===== config.mk =====
export PLATFORM = sky130hd
export DESIGN_NAME = lap_timer
export DESIGN_NICKNAME = d
export VERILOG_FILES = /design/src/rtl/lap_timer.sv
export SDC_FILE = /design/constraint.sdc
export NUM_CORES = 1
export LEC_CHECK = 0
export BUFFER_PORTS_ARGS = -buffer_cell sky130_fd_sc_hd__buf_2
export CORE_MARGIN = 5
export CORE_UTILIZATION = 50
export DETAILED_ROUTE_END_ITERATION = 8
export PLACE_DENSITY_LB_ADDON = 0.12
export RECOVER_POWER = 25
export SYNTH_ARGS = -nofsm -noshare
export SYNTH_HDL_FRONTEND = slang
export SYNTH_SLANG_ARGS = --single-unit

===== constraint.sdc =====
create_clock -name clk -period 4.6 [get_ports clk]
set_input_delay 0.69 -clock clk [delete_from_list [all_inputs] [get_ports clk]]
set_output_delay 0.69 -clock clk [all_outputs]
set_load 0.005 [all_outputs]

===== src/rtl/lap_timer.sv =====
// lap_timer: h/m/s elapsed-time counter advanced by an external tick strobe,
// with tick prescaler, hour wrap, synchronous clear and a lap-capture FIFO
// read through a valid/ready port.
// Optional preset/countdown mode is compiled in when LAP_TIMER_COUNTDOWN_EN
// is defined; otherwise down/load/load_* are ignored and expired stays 0.
module lap_timer #(
  parameter int TICK_DIV  = 1,
  parameter int HOURS_MAX = 23,
  parameter int LAP_DEPTH = 4
) (
  input  logic       clk,
  input  logic       reset,
  input  logic       en,
  input  logic       start,
  input  logic       clear,
  input  logic       lap,
  input  logic       down,
  input  logic       load,
  input  logic [5:0] load_hours,
  input  logic [5:0] load_minutes,
  input  logic [5:0] load_seconds,
  output logic [5:0] hours,
  output logic [5:0] minutes,
  output logic [5:0] seconds,
  output logic       running,
  output logic       expired,
  output logic       lap_valid,
  input  logic       lap_ready,
  output logic [5:0] lap_hours,
  output logic [5:0] lap_minutes,
  output logic [5:0] lap_seconds,
  output logic       lap_overflow
);

  localparam int PW = (TICK_DIV > 1) ? $clog2(TICK_DIV) : 1;
  localparam int AW = $clog2(LAP_DEPTH);
  localparam logic [PW-1:0] PRESC_LAST = PW'(TICK_DIV - 1);
  localparam logic [5:0]    HMAX       = 6'(HOURS_MAX);
  localparam logic [AW:0]   DEPTH      = (AW+1)'(LAP_DEPTH);

  typedef enum logic [1:0] {IDLE, RUN, PAUSE} state_t;

  state_t        state_q, state_d;
  logic          start_q, lap_q;
  logic          start_ev, lap_ev;
  logic [PW-1:0] presc_q;
  logic          cd_down, cd_load;
  logic          zero, one, tick, step_ok, expire_now;
  logic [5:0]    hrs_d, min_d, sec_d;

  logic [17:0]   mem [LAP_DEPTH];
  logic [AW-1:0] wr_ptr, rd_ptr;
  logic [AW:0]   count;
  logic          full, push, pop;

  function automatic logic [5:0] sat_59(input logic [5:0] v);
    return (v > 6'd59) ? 6'd59 : v;
  endfunction

  function automatic logic [5:0] sat_hours(input logic [5:0] v);
    return (v > HMAX) ? HMAX : v;
  endfunction

`ifdef LAP_TIMER_COUNTDOWN_EN
  assign cd_down = down;
  assign cd_load = load & (state_q != RUN);
`else
  logic unused_cd;
  assign unused_cd = ^{down, load};
  assign cd_down   = 1'b0;
  assign cd_load   = 1'b0;
`endif

  assign start_ev   = start & ~start_q;
  assign lap_ev     = lap & ~lap_q;
  assign zero       = (hours == 6'd0) && (minutes == 6'd0) && (seconds == 6'd0);
  assign one        = (hours == 6'd0) && (minutes == 6'd0) && (seconds == 6'd1);
  // The tick looks at the pre-toggle state, so a start event never gates it.
  assign tick       = (state_q == RUN) & en & (presc_q == PRESC_LAST) & ~clear;
  assign step_ok    = tick & ~(cd_down & zero);
  assign expire_now = tick & cd_down & one;
  assign running    = (state_q == RUN);

  // Edge-detect history for start and lap.
  always_ff @(posedge clk or posedge reset) begin
    if (reset) begin
      start_q <= 1'b0;
      lap_q   <= 1'b0;
    end else begin
      start_q <= start;
      lap_q   <= lap;
    end
  end

  // Run-state register.
  always_ff @(posedge clk or posedge reset) begin
    if (reset) state_q <= IDLE;
    else       state_q <= state_d;
  end

  // Next state: clear, then load, then start toggle, then countdown expiry.
  always_comb begin
    state_d = state_q;
    if (clear) begin
      state_d = IDLE;
    end else if (cd_load) begin
      state_d = PAUSE;
    end else if (start_ev) begin
      if (state_q == RUN)        state_d = PAUSE;
      else if (!(cd_down && zero)) state_d = RUN;
    end else if (expire_now) begin
      state_d = PAUSE;
    end
  end

  // Prescaler keeps its count across pause; only clear/load/reset zero it.
  always_ff @(posedge clk or posedge reset) begin
    if (reset)                      presc_q <= '0;
    else if (clear || cd_load)      presc_q <= '0;
    else if (state_q == RUN && en)  presc_q <= (presc_q == PRESC_LAST) ? '0 : presc_q + 1'b1;
  end

  // One-second step value: carry chain up, borrow chain down.
  always_comb begin
    sec_d = seconds;
    min_d = minutes;
    hrs_d = hours;
    if (cd_down) begin
      if (seconds != 6'd0) begin
        sec_d = seconds - 1'b1;
      end else begin
        sec_d = 6'd59;
        if (minutes != 6'd0) begin
          min_d = minutes - 1'b1;
        end else begin
          min_d = 6'd59;
          hrs_d = (hours == 6'd0) ? HMAX : hours - 1'b1;
        end
      end
    end else begin
      if (seconds != 6'd59) begin
        sec_d = seconds + 1'b1;
      end else begin
        sec_d = 6'd0;
        if (minutes != 6'd59) begin
          min_d = minutes + 1'b1;
        end else begin
          min_d = 6'd0;
          hrs_d = (hours == HMAX) ? 6'd0 : hours + 1'b1;
        end
      end
    end
  end

  // Displayed time and the registered expiry pulse.
  always_ff @(posedge clk or posedge reset) begin
    if (reset) begin
      hours   <= '0;
      minutes <= '0;
      seconds <= '0;
      expired <= 1'b0;
    end else begin
      expired <= expire_now;
      if (clear) begin
        hours   <= '0;
        minutes <= '0;
        seconds <= '0;
      end else if (cd_load) begin
        hours   <= sat_hours(load_hours);
        minutes <= sat_59(load_minutes);
        seconds <= sat_59(load_seconds);
      end else if (step_ok) begin
        hours   <= hrs_d;
        minutes <= min_d;
        seconds <= sec_d;
      end
    end
  end

  assign lap_valid = (count != '0);
  assign full      = (count == DEPTH);
  assign pop       = lap_valid & lap_ready;
  // A push on full still goes in when the head leaves in the same cycle.
  assign push      = lap_ev & (~full | pop);
  assign {lap_hours, lap_minutes, lap_seconds} = mem[rd_ptr];

  // Lap FIFO: captures the registered (pre-step) time on each lap event.
  always_ff @(posedge clk or posedge reset) begin
    if (reset) begin
      wr_ptr       <= '0;
      rd_ptr       <= '0;
      count        <= '0;
      lap_overflow <= 1'b0;
      for (int i = 0; i < LAP_DEPTH; i++) mem[i] <= '0;
    end else if (clear) begin
      wr_ptr       <= '0;
      rd_ptr       <= '0;
      count        <= '0;
      lap_overflow <= 1'b0;
    end else begin
      if (push) begin
        mem[wr_ptr] <= {hours, minutes, seconds};
        wr_ptr      <= wr_ptr + 1'b1;
      end
      if (pop) rd_ptr <= rd_ptr + 1'b1;
      if (push && !pop)      count <= count + 1'b1;
      else if (pop && !push) count <= count - 1'b1;
      if (lap_ev && full && !pop) lap_overflow <= 1'b1;
    end
  end

endmodule


==> run metrics <==
CP peak stage delay=780 ps; ranking of synthesized cells by area=dfrtp_1 (50%), mux2_4 (12%), mux4_2 (8.0%), mux2_2 (7.1%), ha_1 (1.7%); std cell rows=36; Initial Util=51.6%; Psw=493 uW; Crit path required time=3910 ps; clock power share=27.4%; minimum clock period after layout=2920 ps; outcome=finished with violations; CTS tree=yes; mapped cell area=5060 sq um; Mean Syn Cell Area=13.9 sq um; CP bufs+invs=2; Primary FF master, synth=dfrtp_1; largest net degree at the start of global routing=68; CTS buffer count=9; via count=3,004; slowest CP cell=dfrtp_1; post-synth top area share=50.4%; Int Pwr=1310 uW; transition time of the tightest slew-check pin=2930 ps; Post-synth ARST share=100%; IO Port Bufs=45; Post-DP HPWL=6300 um; Place WS=1910 ps; DR iter-0 viols=168; CTS Buffer Depth=2; unrepaired setup endpoints after global routing=false; Area Growth Syn to Fin=7.81%; Die Y=111 um; first-pass GRT wire length=16,600 um; cell area after layout=5460 sq um; Die X=111 um; clock skew=10.9 ps; first drt pass iteration count=4; fin worst setup slack=1680 ps; pwr dens=329 nW/um^2; # clock sinks=102; synthesized instance count=363; vias in the first global route=3,136; Pleak=0.00257 uW; hold_buf cts=0; Core Box Area=9820 sq um; Total GRT Usage=16.8%; CP delay by family, top=flip-flops; max-slew violation count=68; Arr. time, crit path=2230 ps; Worst-path clk slew=90 ps; global route total overflow=0; Final setup viols=0; Hold Crit Class=input pin to flip-flop; Clock Tree Root=clkbuf_8; Clk Latency, worst-skew pair=360 ps; Post-synth EDFFs=0; nets@finish=436; Max IR drop VDD=236 uV; Crit Path Category=flip-flop to primary output; Finished Layout Cells=539; post-CTS setup buffers=0; YS warnings=0; per-cell routed wire length=18.1 um; count leader, synth=dfrtp_1; Comb power frac=15.3%; placed cell area=5300 sq um; Synth area leader=dfrtp_1; drt drc=0; Reg power frac=57.3%; vias per std cell=5.57; # fillers=855; Slew HR=-96.1%; failing checks=max-capacitance violations, max-slew violations; CP Launch Type=flip-flop; Max Fclk=0.343 GHz; io pins=67; crit path max fanout=11; H-tree depth=3; diodes inserted=0; post-synthesis sequential area ratio=50.4%; antenna viol nets, final=0; final wirelength=9750 um; Seq cells post-synth=102; die area=12,200 sq um; Max-cap violations=1; layout cells sized above 1=38.7%; most instantiated cells after synthesis=dfrtp_1 (102), mux2_4 (40), mux2_2 (32); Final Hold Viols=0; synth unique cells=55; Mapped Nets=398; CP cell instances=buf_4, mux4_2, buf_2; final setup TNS=0 ps; Final Cycle Share=63.4%; routability congestion estimate from global placement=0.783; placed cells=523; sw frac=27.4%; Worst setup EP type=primary output; PostCTS Resize Cnt=0; initial antenna violation count=0; post-layout power=1800 uW
## state kept, by name, indices dropped and copies added (netlist names), 2 cells and up
name,flops
count,3
hours,6
mem,72
minutes,6
rd_ptr,2
seconds,6
state_q,2
wr_ptr,2
## cells by family after synthesis
group / synth area share [%]
AOI/OAI and AO/OA: 6.72
and+or+nand+nor: 8.50
xor gates and xnor gates: 0.519
buffers and inverters: 4.67
muxes: 27.0
DFF: 50.4
other: 0.0741
adders and majority gates: 2.12
## power by group through the flow
stage,clock network [uW],registers (uW),logic (uW)
floorplan,0,1010,238
global placement,0,1040,275
detailed placement,0,1050,283
CTS,517,1030,283
global route,546,1040,309
finish,493,1030,276
## cell type report
type | count | area, sq um | share of cell area, %
Timing Repair Buffer | 51 | 267 | 4.88
Tap cell | 133 | 166 | 3.05
Inverter | 10 | 38.8 | 0.711
Multi-Input combinational cell | 227 | 2270 | 41.7
Clock inverter | 3 | 21.3 | 0.390
Clock buffer | 13 | 139 | 2.54
Sequential cell | 102 | 2550 | 46.8
## per-layer routing
metal	global-route usage [%]	up-vias	share of wire, %
li1	-	1407	-
met2	27.1	54	48
met4	3.78	0	1.0
met1	22.4	1534	47
met3	5.09	9	3.3
met5	0	-	0
## per-stage QoR
stage               utilization [%]  hold slack, ps
floorplan                         -             475
global placement               54.0             480
detailed placement             54.0             488
CTS                            55.6             435
global route                   55.6             450
finish                         55.6             467
## layout by cell type (no fill, tap or decap), drive strengths merged, types with 2 or more instances in the layout
master    instances
a21boi            2
ha                7
a21o              3
nor2b             3
nand2            12
mux2             72
or3               6
a21oi            14
nand3            11
nand4             2
o21a              3
and4b             5
and3              3
clkbuf           16
clkinv            2
o21ai            15
a211oi            2
mux4             18
nand2b            3
buf              48
a311oi            2
nor2              8
dfrtp           102
xor2              2
clkinvlp          2
inv               9
o31ai             2
nor3              7
and2              5
## final timing paths
check | start | endpoint | slack [ps] | depth (start not counted)
min reg2reg | mem[52]$_DFFE_PP0P_ | mem[52]$_DFFE_PP0P_ | 510 | 1
min | lap | lap_q$_DFF_PP0_ | 470 | 1
max reg2reg | seconds[0]$_DFFE_PP0P_ | minutes[4]$_DFFE_PP0P_ | 2290 | 5
min in group asynchronous | reset | lap_overflow$_DFFE_PP0P_ | 1150 | 2
max | rd_ptr[0]$_DFFE_PP0P_ | lap_minutes[5] | 1680 | 3
max in group asynchronous | reset | mem[10]$_DFFE_PP0P_ | 1970 | 3
Power figures use the tool's default switching activity.
